**config.mk**
```make
export PLATFORM = sky130hd
export DESIGN_NAME = scm_sent_ctrl
export DESIGN_NICKNAME = d
export VERILOG_FILES = /design/src/rtl/scm_pkg.sv /design/src/rtl/scm_cfg_slave.sv /design/src/rtl/scm_sent_ctrl.sv
export SDC_FILE = /design/constraint.sdc
export NUM_CORES = 1
export LEC_CHECK = 0
export CAP_MARGIN = 15
export CORE_MARGIN = 2
export CORE_UTILIZATION = 25
export CTS_CLUSTER_DIAMETER = 200
export DETAILED_ROUTE_END_ITERATION = 7
export PLACE_DENSITY_LB_ADDON = 0.15
export SLEW_MARGIN = 20
export SYNTH_ARGS = -nofsm -noshare
export SYNTH_HDL_FRONTEND = slang
export SYNTH_SLANG_ARGS = --single-unit
```
**constraint.sdc**
```tcl
create_clock -name clk -period 7.3 [get_ports clk]
set_input_delay 2.19 -clock clk [delete_from_list [all_inputs] [get_ports clk]]
set_output_delay 2.19 -clock clk [all_outputs]
set_load 0.05 [all_outputs]
```
**src/rtl/scm_pkg.sv**
```systemverilog
// Shared definitions for the SCM config chain: word field positions, op codes,
// local register map and the sent-window sequencer state encoding.
package scm_pkg;

  localparam int CFG_W    = 134;
  localparam int VALID_B  = 127;
  localparam int OP_HI    = 126;
  localparam int OP_LO    = 124;
  localparam int DST_HI   = 103;
  localparam int DST_LO   = 96;
  localparam int ADDR_HI  = 95;
  localparam int ADDR_LO  = 64;
  localparam int DATA_HI  = 31;

  localparam logic [2:0] OP_WR   = 3'b001;
  localparam logic [2:0] OP_RD   = 3'b010;
  localparam logic [2:0] OP_RRSP = 3'b011;

  localparam logic [3:0]  LOCAL_PAGE = 4'h8;
  localparam logic [31:0] REG_BASE   = 32'h8000_0000;

  localparam logic [1:0] REG_CTRL   = 2'd0;
  localparam logic [1:0] REG_PKT    = 2'd1;
  localparam logic [1:0] REG_PERIOD = 2'd2;
  localparam logic [1:0] REG_STATUS = 2'd3;

  typedef enum logic [1:0] {
    ST_IDLE  = 2'd0,
    ST_START = 2'd1,
    ST_RUN   = 2'd2,
    ST_END   = 2'd3
  } state_t;

endpackage

```
**src/rtl/scm_cfg_slave.sv**
```systemverilog
// Config-chain slave: one-deep forwarding register with local-address decode,
// register write strobe and read-response substitution.
module scm_cfg_slave
  import scm_pkg::*;
#(
  parameter logic [7:0] MODULE_ID = 8'd7
) (
  input  logic             clk,
  input  logic             rst,
  input  logic [CFG_W-1:0] cin_ctrl_data,
  input  logic             cin_ctrl_data_wr,
  output logic             cout_ctrl_ready,
  output logic [CFG_W-1:0] cout_ctrl_data,
  output logic             cout_ctrl_data_wr,
  input  logic             cin_ctrl_ready,
  output logic             reg_we,
  output logic [1:0]       reg_sel,
  output logic [31:0]      reg_wdata,
  input  logic [31:0]      pkt_num_rd,
  input  logic [31:0]      period_rd,
  input  logic [31:0]      status_rd
);

  logic             vld_p1;
  logic [CFG_W-1:0] data_p1;
  logic             accept;
  logic             hit;
  logic             mapped;
  logic [2:0]       op;
  logic [31:0]      addr;
  logic [31:0]      rdata;
  logic [CFG_W-1:0] fwd;

  assign op        = cin_ctrl_data[OP_HI:OP_LO];
  assign addr      = cin_ctrl_data[ADDR_HI:ADDR_LO];
  assign hit       = cin_ctrl_data_wr & cin_ctrl_data[VALID_B]
                   & (cin_ctrl_data[DST_HI:DST_LO] == MODULE_ID)
                   & (addr[31:28] == LOCAL_PAGE);
  assign mapped    = (addr[31:2] == REG_BASE[31:2]);
  assign reg_sel   = addr[1:0];
  assign reg_wdata = cin_ctrl_data[DATA_HI:0];

  assign cout_ctrl_ready   = cin_ctrl_ready | ~vld_p1;
  assign accept            = cin_ctrl_data_wr & cout_ctrl_ready;
  assign reg_we            = accept & hit & mapped & (op == OP_WR);
  assign cout_ctrl_data    = data_p1;
  assign cout_ctrl_data_wr = vld_p1;

  // CTRL is write-only pulses, so it reads back as zero like unmapped space
  always_comb begin
    rdata = '0;
    if (mapped) begin
      case (reg_sel)
        REG_PKT:    rdata = pkt_num_rd;
        REG_PERIOD: rdata = period_rd;
        REG_STATUS: rdata = status_rd;
        default:    rdata = '0;
      endcase
    end
    fwd = cin_ctrl_data;
    if (hit && op == OP_RD) begin
      fwd[OP_HI:OP_LO] = OP_RRSP;
      fwd[DATA_HI:0]   = rdata;
    end
  end

  // stage p1: output holding register
  always_ff @(posedge clk) begin
    if (rst) begin
      vld_p1  <= 1'b0;
      data_p1 <= '0;
    end else if (accept) begin
      vld_p1  <= 1'b1;
      data_p1 <= fwd;
    end else if (cin_ctrl_ready) begin
      vld_p1  <= 1'b0;
    end
  end

endmodule

```
**src/rtl/scm_sent_ctrl.sv**
```systemverilog
// Sent-window sequencer: opens/closes the SCM capture window on packet count,
// cycle timeout or abort, and provides the free-running timestamp.
module scm_sent_ctrl
  import scm_pkg::*;
#(
  parameter logic [7:0] MODULE_ID = 8'd7,
  parameter int         CNT_W     = 32
) (
  input  logic             clk,
  input  logic             rst,
  input  logic [CFG_W-1:0] cin_ctrl_data,
  input  logic             cin_ctrl_data_wr,
  output logic             cout_ctrl_ready,
  output logic [CFG_W-1:0] cout_ctrl_data,
  output logic             cout_ctrl_data_wr,
  input  logic             cin_ctrl_ready,
  input  logic             scm_md_wr,
  output logic             gac2scm_sent_start,
  output logic             gac2scm_sent_end,
  output logic [31:0]      um2scm_timestamp,
  output logic             ctrl_busy
);

  logic             reg_we;
  logic [1:0]       reg_sel;
  logic [31:0]      reg_wdata;
  logic [CNT_W-1:0] pkt_num;
  logic [CNT_W-1:0] period;
  logic [CNT_W-1:0] sent_cnt;
  logic [CNT_W-1:0] timer;
  logic [CNT_W:0]   cnt_next;
  logic [CNT_W:0]   tmr_next;
  logic [31:0]      status;
  logic             arm;
  logic             abort;
  logic             cnt_hit;
  logic             tmo;
  state_t           state;

  scm_cfg_slave #(.MODULE_ID(MODULE_ID)) u_slave (
    .clk               (clk),
    .rst               (rst),
    .cin_ctrl_data     (cin_ctrl_data),
    .cin_ctrl_data_wr  (cin_ctrl_data_wr),
    .cout_ctrl_ready   (cout_ctrl_ready),
    .cout_ctrl_data    (cout_ctrl_data),
    .cout_ctrl_data_wr (cout_ctrl_data_wr),
    .cin_ctrl_ready    (cin_ctrl_ready),
    .reg_we            (reg_we),
    .reg_sel           (reg_sel),
    .reg_wdata         (reg_wdata),
    .pkt_num_rd        (32'(pkt_num)),
    .period_rd         (32'(period)),
    .status_rd         (status)
  );

  assign status    = {state, 14'b0, sent_cnt[15:0]};
  assign ctrl_busy = (state != ST_IDLE);
  assign arm       = reg_we & (reg_sel == REG_CTRL) & reg_wdata[0];
  assign abort     = reg_we & (reg_sel == REG_CTRL) & reg_wdata[1];

  // the strobe arriving in the terminating cycle still counts toward the hit
  assign cnt_next = {1'b0, sent_cnt} + (CNT_W+1)'(scm_md_wr);
  assign tmr_next = {1'b0, timer} + 1'b1;
  assign cnt_hit  = (cnt_next >= {1'b0, pkt_num});
  assign tmo      = (period != '0) && (tmr_next == {1'b0, period});

  always_ff @(posedge clk) begin
    if (rst) begin
      pkt_num <= '0;
      period  <= '0;
    end else if (reg_we) begin
      if (reg_sel == REG_PKT)    pkt_num <= CNT_W'(reg_wdata);
      if (reg_sel == REG_PERIOD) period  <= CNT_W'(reg_wdata);
    end
  end

  always_ff @(posedge clk) begin
    if (rst) um2scm_timestamp <= '0;
    else     um2scm_timestamp <= um2scm_timestamp + 32'd1;
  end

  always_ff @(posedge clk) begin
    if (rst) begin
      state              <= ST_IDLE;
      gac2scm_sent_start <= 1'b0;
      gac2scm_sent_end   <= 1'b0;
      sent_cnt           <= '0;
      timer              <= '0;
    end else begin
      gac2scm_sent_start <= 1'b0;
      gac2scm_sent_end   <= 1'b0;
      case (state)
        ST_IDLE: begin
          if (arm) begin
            state              <= ST_START;
            gac2scm_sent_start <= 1'b1;
          end
        end
        ST_START: begin
          sent_cnt <= '0;
          timer    <= '0;
          state    <= ST_RUN;
        end
        ST_RUN: begin
          sent_cnt <= cnt_next[CNT_W-1:0];
          if (timer != '1) timer <= tmr_next[CNT_W-1:0];
          if (cnt_hit || tmo || abort) begin
            state            <= ST_END;
            gac2scm_sent_end <= 1'b1;
          end
        end
        ST_END:  state <= ST_IDLE;
        default: state <= ST_IDLE;
      endcase
    end
  end

endmodule
```
[Yosys cells after proc, flatten, opt, wreduce, memory -nomap -nowiden]
Cells that the tools add are included.
Cells by class
  add/subtract/negate cells: 3
  multipliers: 0
  div/mod/pow operators: 0
  magnitude comparators: 1
  equal/unequal tests: 16
  shift operators: 0
  multiplexer cells: 14
  bitwise operators: 14
  reduce and logical (&&, ||, !) cells: 16
Operator list (number)
  32-bit case mux with 2 select lines: 2
  32-bit two-way mux: 3
  32-bit case mux with 3 select lines: 1
  32-bit by 1-bit adder with 33-bit output: 1
  32-bit by 1-bit adder with 33-bit output (second input constant): 1
  33-bit by 32-bit equality test with 1-bit output: 1
  33-bit by 32-bit >= comparator with 1-bit output: 1
  32-bit by 1-bit adder with 32-bit output (second input constant): 1
  32-bit inequality test (second input constant): 1
  32-bit nonzero test: 1
  30-bit equality test (second input constant): 1
  1-bit bitwise AND: 10
  2-bit equality test (second input constant): 4
  8-bit by 3-bit equality test with 1-bit output (second input constant): 1
  2-bit case mux with 4 select lines: 1
  2-bit AND reduction: 4
  2-bit inequality test (second input constant): 3
  2-bit nonzero test: 3
  2-bit by 1-bit equality test with 1-bit output (second input constant): 2
  4-bit equality test (second input constant): 1
  2-bit zero test: 2
  1-bit two-way mux: 4
  2-bit two-way mux: 2
  2-bit OR reduction: 2
  7 further kinds: 11
Storage, ports and cells
  flip-flop bits (word level): 299
  latch bits: 0
  memory bits (writable): 0
  memory bits (read-only): 0
  logic and storage cells: 74
  memories kept: 0

[Logic depth before layout (Yosys ltp)]
Gate-level depths: netlist of run 1.
  word-level depth: 11
  depth in mapped cells: 20

[Modules after synthesis]
From an unflattened synthesis of run 1, not the netlist that was laid out.
Second synthesis, totals
  cells, all modules: 1969
  area, all modules: 15362.2 um^2
Modules (own cells, without submodules)
  scm_sent_ctrl: instances 1, cells each 1228, area each 9272.6 um^2
  scm_cfg_slave: instances 1, cells each 741, area each 6089.6 um^2

[Least setup slack after synthesis of run 1]
No wires, ideal clock.
  path type: input-to-reg
  from: input scm_md_wr
  to: register state[0]
  library setup time: 0.115 ns
  arrival time: 5.774 ns
  required time: 7.185 ns
  slack: 1.411 ns
  stages: 20
  path buffers: 1
  cell sequence: ha_1 > ha_1 > nand3_1 > or2_2 > clkbuf_1 > or3_1 > nor2_1 > nand3_1 > nor2_1 > xor2_1 > ha_1 > a21o_1 > a21o_1 > a21oi_1 > o21ai_0 > o21ai_0 > nand4_1 > a31oi_1 > a32oi_2 > o21a_1
Between the ends
  word-level cells in the longest chain between the ends: 6
Ends and longest elaborated chain
  start, declared: line scm_sent_ctrl.sv:17  | input logic scm_md_wr,
  32-bit by 1-bit adder with 33-bit output: line scm_sent_ctrl.sv:63  | assign cnt_next = {1'b0, sent_cnt} + (CNT_W+1)'(scm_md_wr);
  33-bit by 32-bit >= comparator with 1-bit output: line scm_sent_ctrl.sv:65  | assign cnt_hit = (cnt_next >= {1'b0, pkt_num});
  1-bit logical OR (2 in series): line scm_sent_ctrl.sv:108  | if (cnt_hit || tmo || abort) begin
  2-bit inequality test (no source line)
  2-bit AND reduction (no source line)
  end signal, assigned: line scm_sent_ctrl.sv:109  | state <= ST_END;
  end signal, assigned: line scm_sent_ctrl.sv:113  | ST_END: state <= ST_IDLE;
  end signal, assigned: line scm_sent_ctrl.sv:114  | default: state <= ST_IDLE;
  end, declared: line scm_sent_ctrl.sv:38  | state_t state;
No other way between the ends.
A chain may end at the register's enable or synchronous reset.

[Final worst setup path of run 1]
Same ends and word-level chain as after synthesis.

==> results of run 1 <==
[cell usage after synthesis, drive strengths merged, types with 3 or more instances]
cell	count
a211oi	10
a21o	9
a21oi	246
a221oi	33
a22o	32
a22oi	5
a311oi	4
and2	9
and3	26
and4	9
buf	23
clkbuf	111
dfxtp	299
ha	40
inv	46
mux2i	3
nand2	424
nand2b	6
nand3	48
nand3b	3
nand4	31
nand4b	3
nor2	153
nor2b	16
nor3	68
nor3b	3
nor4	30
nor4b	4
o21ai	61
or2	5
or3	19
or4	3
xnor2	55
xor2	44
[stage by stage]
stage,hold WS [ns],util (%),worst slack (ns),instances
floorplan,0.432,-,1.41,1906
global placement,0.441,31.6,0.569,2867
detailed placement,0.446,31.6,0.548,2867
CTS,0.452,33.9,1.09,2938
global route,0.464,33.9,0.726,2938
finish,0.451,33.9,1.09,2939
[state kept, by name, summed over array words and instances, names as in the netlist]
name / cells
u_slave.cout_ctrl_data: 134
gac2scm_sent_end: 1
timer: 32
period: 32
sent_cnt: 32
u_slave.cout_ctrl_data_wr: 1
um2scm_timestamp: 32
state: 2
pkt_num: 32
gac2scm_sent_start: 1
[cell type report]
class | count | area, um2
Timing Repair Buffer | 330 | 3270
Antenna cell | 1 | 2.50
Inverter | 46 | 173
Clock buffer | 60 | 1160
Fill cell | 6153 | 38200
Clock inverter | 11 | 141
Tap cell | 765 | 957
Sequential cell | 299 | 5990
Multi-Input combinational cell | 1427 | 7890
[critical path: stages]
cell	delay [ns]
clkdlybuf4s50_1	0.46
ha_1	0.21
ha_1	0.25
nand3_1	0.15
or2_2	0.40
or3_1	0.41
nor2_1	0.23
nand3_1	0.23
nor2_1	0.17
xor2_1	0.22
ha_1	0.28
a21o_1	0.16
a21o_1	0.17
a21oi_1	0.14
o21ai_0	0.09
o21ai_0	0.15
nand4_1	0.11
a31oi_1	0.24
a32oi_2	0.18
o21a_1	0.20
[power breakdown]
part	total (mW)	switching, mW	internal, mW
logic	0.511	0.327	0.184
clock network	1.97	0.770	1.20
registers	1.71	0.0247	1.68
[logic make-up (layout without fill, tap and decap cells)]
group           Yosys count  count (layout)  share of synthesized area [%]
compound gates          417             417                           16.9
simple gates            867             867                           27.3
flops                   299             299                           40.9
fa+ha+maj                40              40                           3.42
xor+xnor                 99              99                           5.93
buf+inv                 180             447                           5.18
mux                       4               4                          0.282
other cells               0               1                              0
[per-layer routing]
layer  part of all wire, %  up-vias  track usage [%]  wire length [um]
met5                 0.025        -                0                13
met4                   2.7        2             5.60              1420
met3                   6.8       70             3.73              3610
met2                    44      426             26.6             23300
met1                    46     6749             23.1             24400
li1                      -     7047                -                 -
[path summary, 6_finish.rpt]
| kind | cells after the start | slack (ns) | start | end |
|---|---|---|---|---|
| max | 20 | 1.09 | scm_md_wr | state[0]$_SDFFE_PP0P_ |
| min | 2 | 0.45 | u_slave.cout_ctrl_data[32]$_SDFFE_PP0P_ | u_slave.cout_ctrl_data[32]$_SDFFE_PP0P_ |
| max reg2reg | 19 | 2.82 | sent_cnt[0]$_SDFFE_PP0P_ | state[0]$_SDFFE_PP0P_ |
| min reg2reg | 2 | 0.45 | u_slave.cout_ctrl_data[32]$_SDFFE_PP0P_ | u_slave.cout_ctrl_data[32]$_SDFFE_PP0P_ |
==> metrics, run 1 <==
Critical Path RT 7.75 ns; largest net degree at the start of global routing 120; Max-cap violations 0; Max Clk Rate 161 MHz; clk_lat worst skew 0.58 ns; most common cell after layout, fill and taps aside nand2_1; PortBufs 309; Worst Hold Class reg2reg; post-route clock period utilization 85.1%; clock buffer depth 3; initial antenna violation count 2; worst IR drop on VDD 0.171 mV; Tot Pwr 4.19 mW; WP data arrival 6.66 ns; Starting Density 25.3%; Die Width 246 um; Final Hold Fails 0; Top FF cell, synth dfxtp_1; worst slew pin tran 0.978 ns; design area 0.0196 mm2; first-pass GRT wire length 81.2 mm; dpl cell area 0.0183 mm2; Die Ht 246 um; Max Slew Vio Count 0; CTS tree built; CTS resizes 0; cell taking the most area after synthesis dfxtp_1; core footprint 0.0578 mm2; area of the mapped netlist 0.0146 mm2; Worst-path clk slew 0.06 ns; PwrDens 214 mW/mm2; Setup Fix Bufs, Post-CTS 0; hold_buf cts 0; ANT nets after route 0; DR vias/cell 4.86; post-synthesis sequential area ratio 40.9%; via count 14,300; Worst Skew 0.0299 ns; RSZ-0062 raised after global routing no; Post-synth ARST share 0%; share of cells above drive strength 1 4.88%; leakage power 6.92 nW; critical path class in2reg; DP HPWL 37.1 mm; Setup crit end kind flip-flop; gr ovfl total 0; top-area cell type share of the netlist area 40.9%; Site Rows 88; drt total wl 52.8 mm; Gate Count Post-Synth 1,906; clock buffer count from CTS 39; Final #Nets 2,322; Root Driver clkbuf_16; routability cong. 0.861; Synth Warn # 0; DR iter-0 viols 692; most frequent cells in the layout nand2_1, clkdlybuf4s50_1, dfxtp_1; residual DRC count 0; Post-synth EDFFs 0; Die Area 0.0604 mm2; Mapped Nets 2,085; FF+latch count, synth 299; largest cells by area after synthesis dfxtp_1, nand2_1, a21oi_1; syn avg cell area 7.67 um2; crit-path max FO 6; vias in the first global route 13,700; Finish-stage setup viols 0; Area Growth Syn to Fin 34.0%; H-tree levels 2; relative slew slack 34.8%; count of cell types in the netlist 63; Tot GR Track Use 17.0%; clk sink count 299; status completed; final setup TNS 0 ns; routed len/inst 18.0 um; 1st-pass router iterations 5; Startpoint Class input pin; num ports 310; Tmin final 6.21 ns
Power figures use the tool's default switching activity.
==> inputs of run 2 (changes only) <==
RECOVER_POWER = 100   (was default)
==> run 2 against run 1 <==
Compared with the run above:
- the flow now finishes with violations (capacitance limit, slew limit)
- flip-flop and latch count unchanged
- via count up 0.41%
- clock power about the same
- clock skew down 0.00087 ns
- sequential power about the same
- non-clock buffer count unchanged
- global-route usage unchanged
- critical path depth down 16
- largest power group unchanged
==> metrics, run 2 (synthesis gave the netlist of run 1 again) <==
clk sink count 299; via count 14,400; Setup crit end kind flip-flop; post-place setup slack 0.548 ns; critical path class in2reg; failing checks capacitance limit, slew limit; Worst Skew 0.0290 ns; routed len/inst 18.0 um; Tmin final 6.39 ns; leakage power 7.34 nW; Max Clk Rate 157 MHz; FILL cells 6,167; num ports 310; worst slew pin tran 2.90 ns; share of cells above drive strength 1 4.37%; Worst Hold Class reg2reg; Root Driver clkbuf_16; Critical Path RT 7.68 ns; DR vias/cell 4.88; Die Ht 246 um; Worst-path clk slew 0.06 ns; CTS tree built; vias in the first global route 13,700; Site Rows 88; DP HPWL 37.1 mm; clk_lat worst skew 0.57 ns; initial antenna violation count 3; Max-cap violations 6; largest net degree at the start of global routing 120; WP data arrival 6.76 ns; routability cong. 0.861; first-pass GRT wire length 81.2 mm; PortBufs 309; PwrDens 214 mW/mm2; final core utilization 33.8%; status finished, violations left; most frequent cells in the layout nand2_1, dfxtp_1, a21oi_1; Area Growth Syn to Fin 33.5%; Die Area 0.0604 mm2; RSZ-0062 raised after global routing no; gr ovfl total 0; most common cell after layout, fill and taps aside nand2_1; hold_buf cts 0; DR iter-0 viols 692; drt total wl 52.8 mm; worst IR drop on VDD 0.170 mV; ANT nets after route 0; Tot GR Track Use 17.0%; Starting Density 25.3%; Final Hold Fails 0; Setup Fix Bufs, Post-CTS 0; CTS resizes 0; crit-path max FO 117; core footprint 0.0578 mm2; 1st-pass router iterations 7; H-tree levels 2; Finish-stage setup viols 0; Die Width 246 um; Max Slew Vio Count 402; clock buffer count from CTS 39; post-route clock period utilization 87.5%; Final #Nets 2,322; Setup WS post-layout 0.912 ns; final setup TNS 0 ns; clock buffer depth 3; relative slew slack -93.1%; residual DRC count 0; Startpoint Class input pin; max FFs per register 134
[run 2: changes by cell type in the layout (fill, tap and decap cells not counted), moves of 2 or more]
| cell | change |
|---|---|
| clkbuf_1 | +8 |
| clkbuf_2 | +2 |
| buf_4 | -8 |
| dlygate4sd3_1 | +173 |
| clkdlybuf4s50_1 | -173 |
[run 2: critical path: stages]
cell	delay, ns
clkbuf_2	1.80
clkbuf_1	2.17
or2_2	0.41
a311oi_1	0.06
[run 2: report_power, final]
part	switching (mW)	leakage, nW	internal, mW
clock	0.771	0.647	1.20
combinational	0.327	4.26	0.167
sequential	0.0226	2.43	1.68
[run 2: through the flow]
step	instance area (um2)	cells	hold slack, ns	total power [mW]
5_1_grt	19500	2938	0.464	4.35
4_1_cts	19600	2938	0.452	4.28
3_5_place_dp	18300	2867	0.446	2.26
6_report	19500	2939	0.447	4.17
2_1_floorplan	14600	1906	0.432	2.02
3_3_place_gp	18300	2867	0.441	2.25
[run 2: path summary, 6_finish.rpt]
path | start | endpoint | slack (ns) | depth (start not counted)
worst max-delay path | rst | timer[29]$_SDFFE_PP0P_ | 0.91 | 4
worst min register to register | u_slave.cout_ctrl_data[32]$_SDFFE_PP0P_ | u_slave.cout_ctrl_data[32]$_SDFFE_PP0P_ | 0.45 | 2
worst max register to register | sent_cnt[0]$_SDFFE_PP0P_ | state[0]$_SDFFE_PP0P_ | 2.77 | 19
worst min-delay path | u_slave.cout_ctrl_data[32]$_SDFFE_PP0P_ | u_slave.cout_ctrl_data[32]$_SDFFE_PP0P_ | 0.45 | 2
[run 2: area by class of cell]
class                           count  area [um2]  area share (%)
Multi-Input combinational cell   1427        7880            40.4
Sequential cell                   299        5990            30.7
Timing Repair Buffer              330        3210            16.5
Clock buffer                       60        1160            5.97
Tap cell                          765         957            4.90
Inverter                           46         173           0.885
Clock inverter                     11         141           0.724
Antenna cell                        1        2.50          0.0128
[run 2: per-layer routing]
layer  vias to the layer above  track usage [%]  part of all wire, %
met5                         -                0                0.025
met4                         2             5.60                  2.8
met3                        77             3.73                  7.3
met2                       454             26.6                   44
met1                      6769             23.1                   46
li1                       7051                -                    -
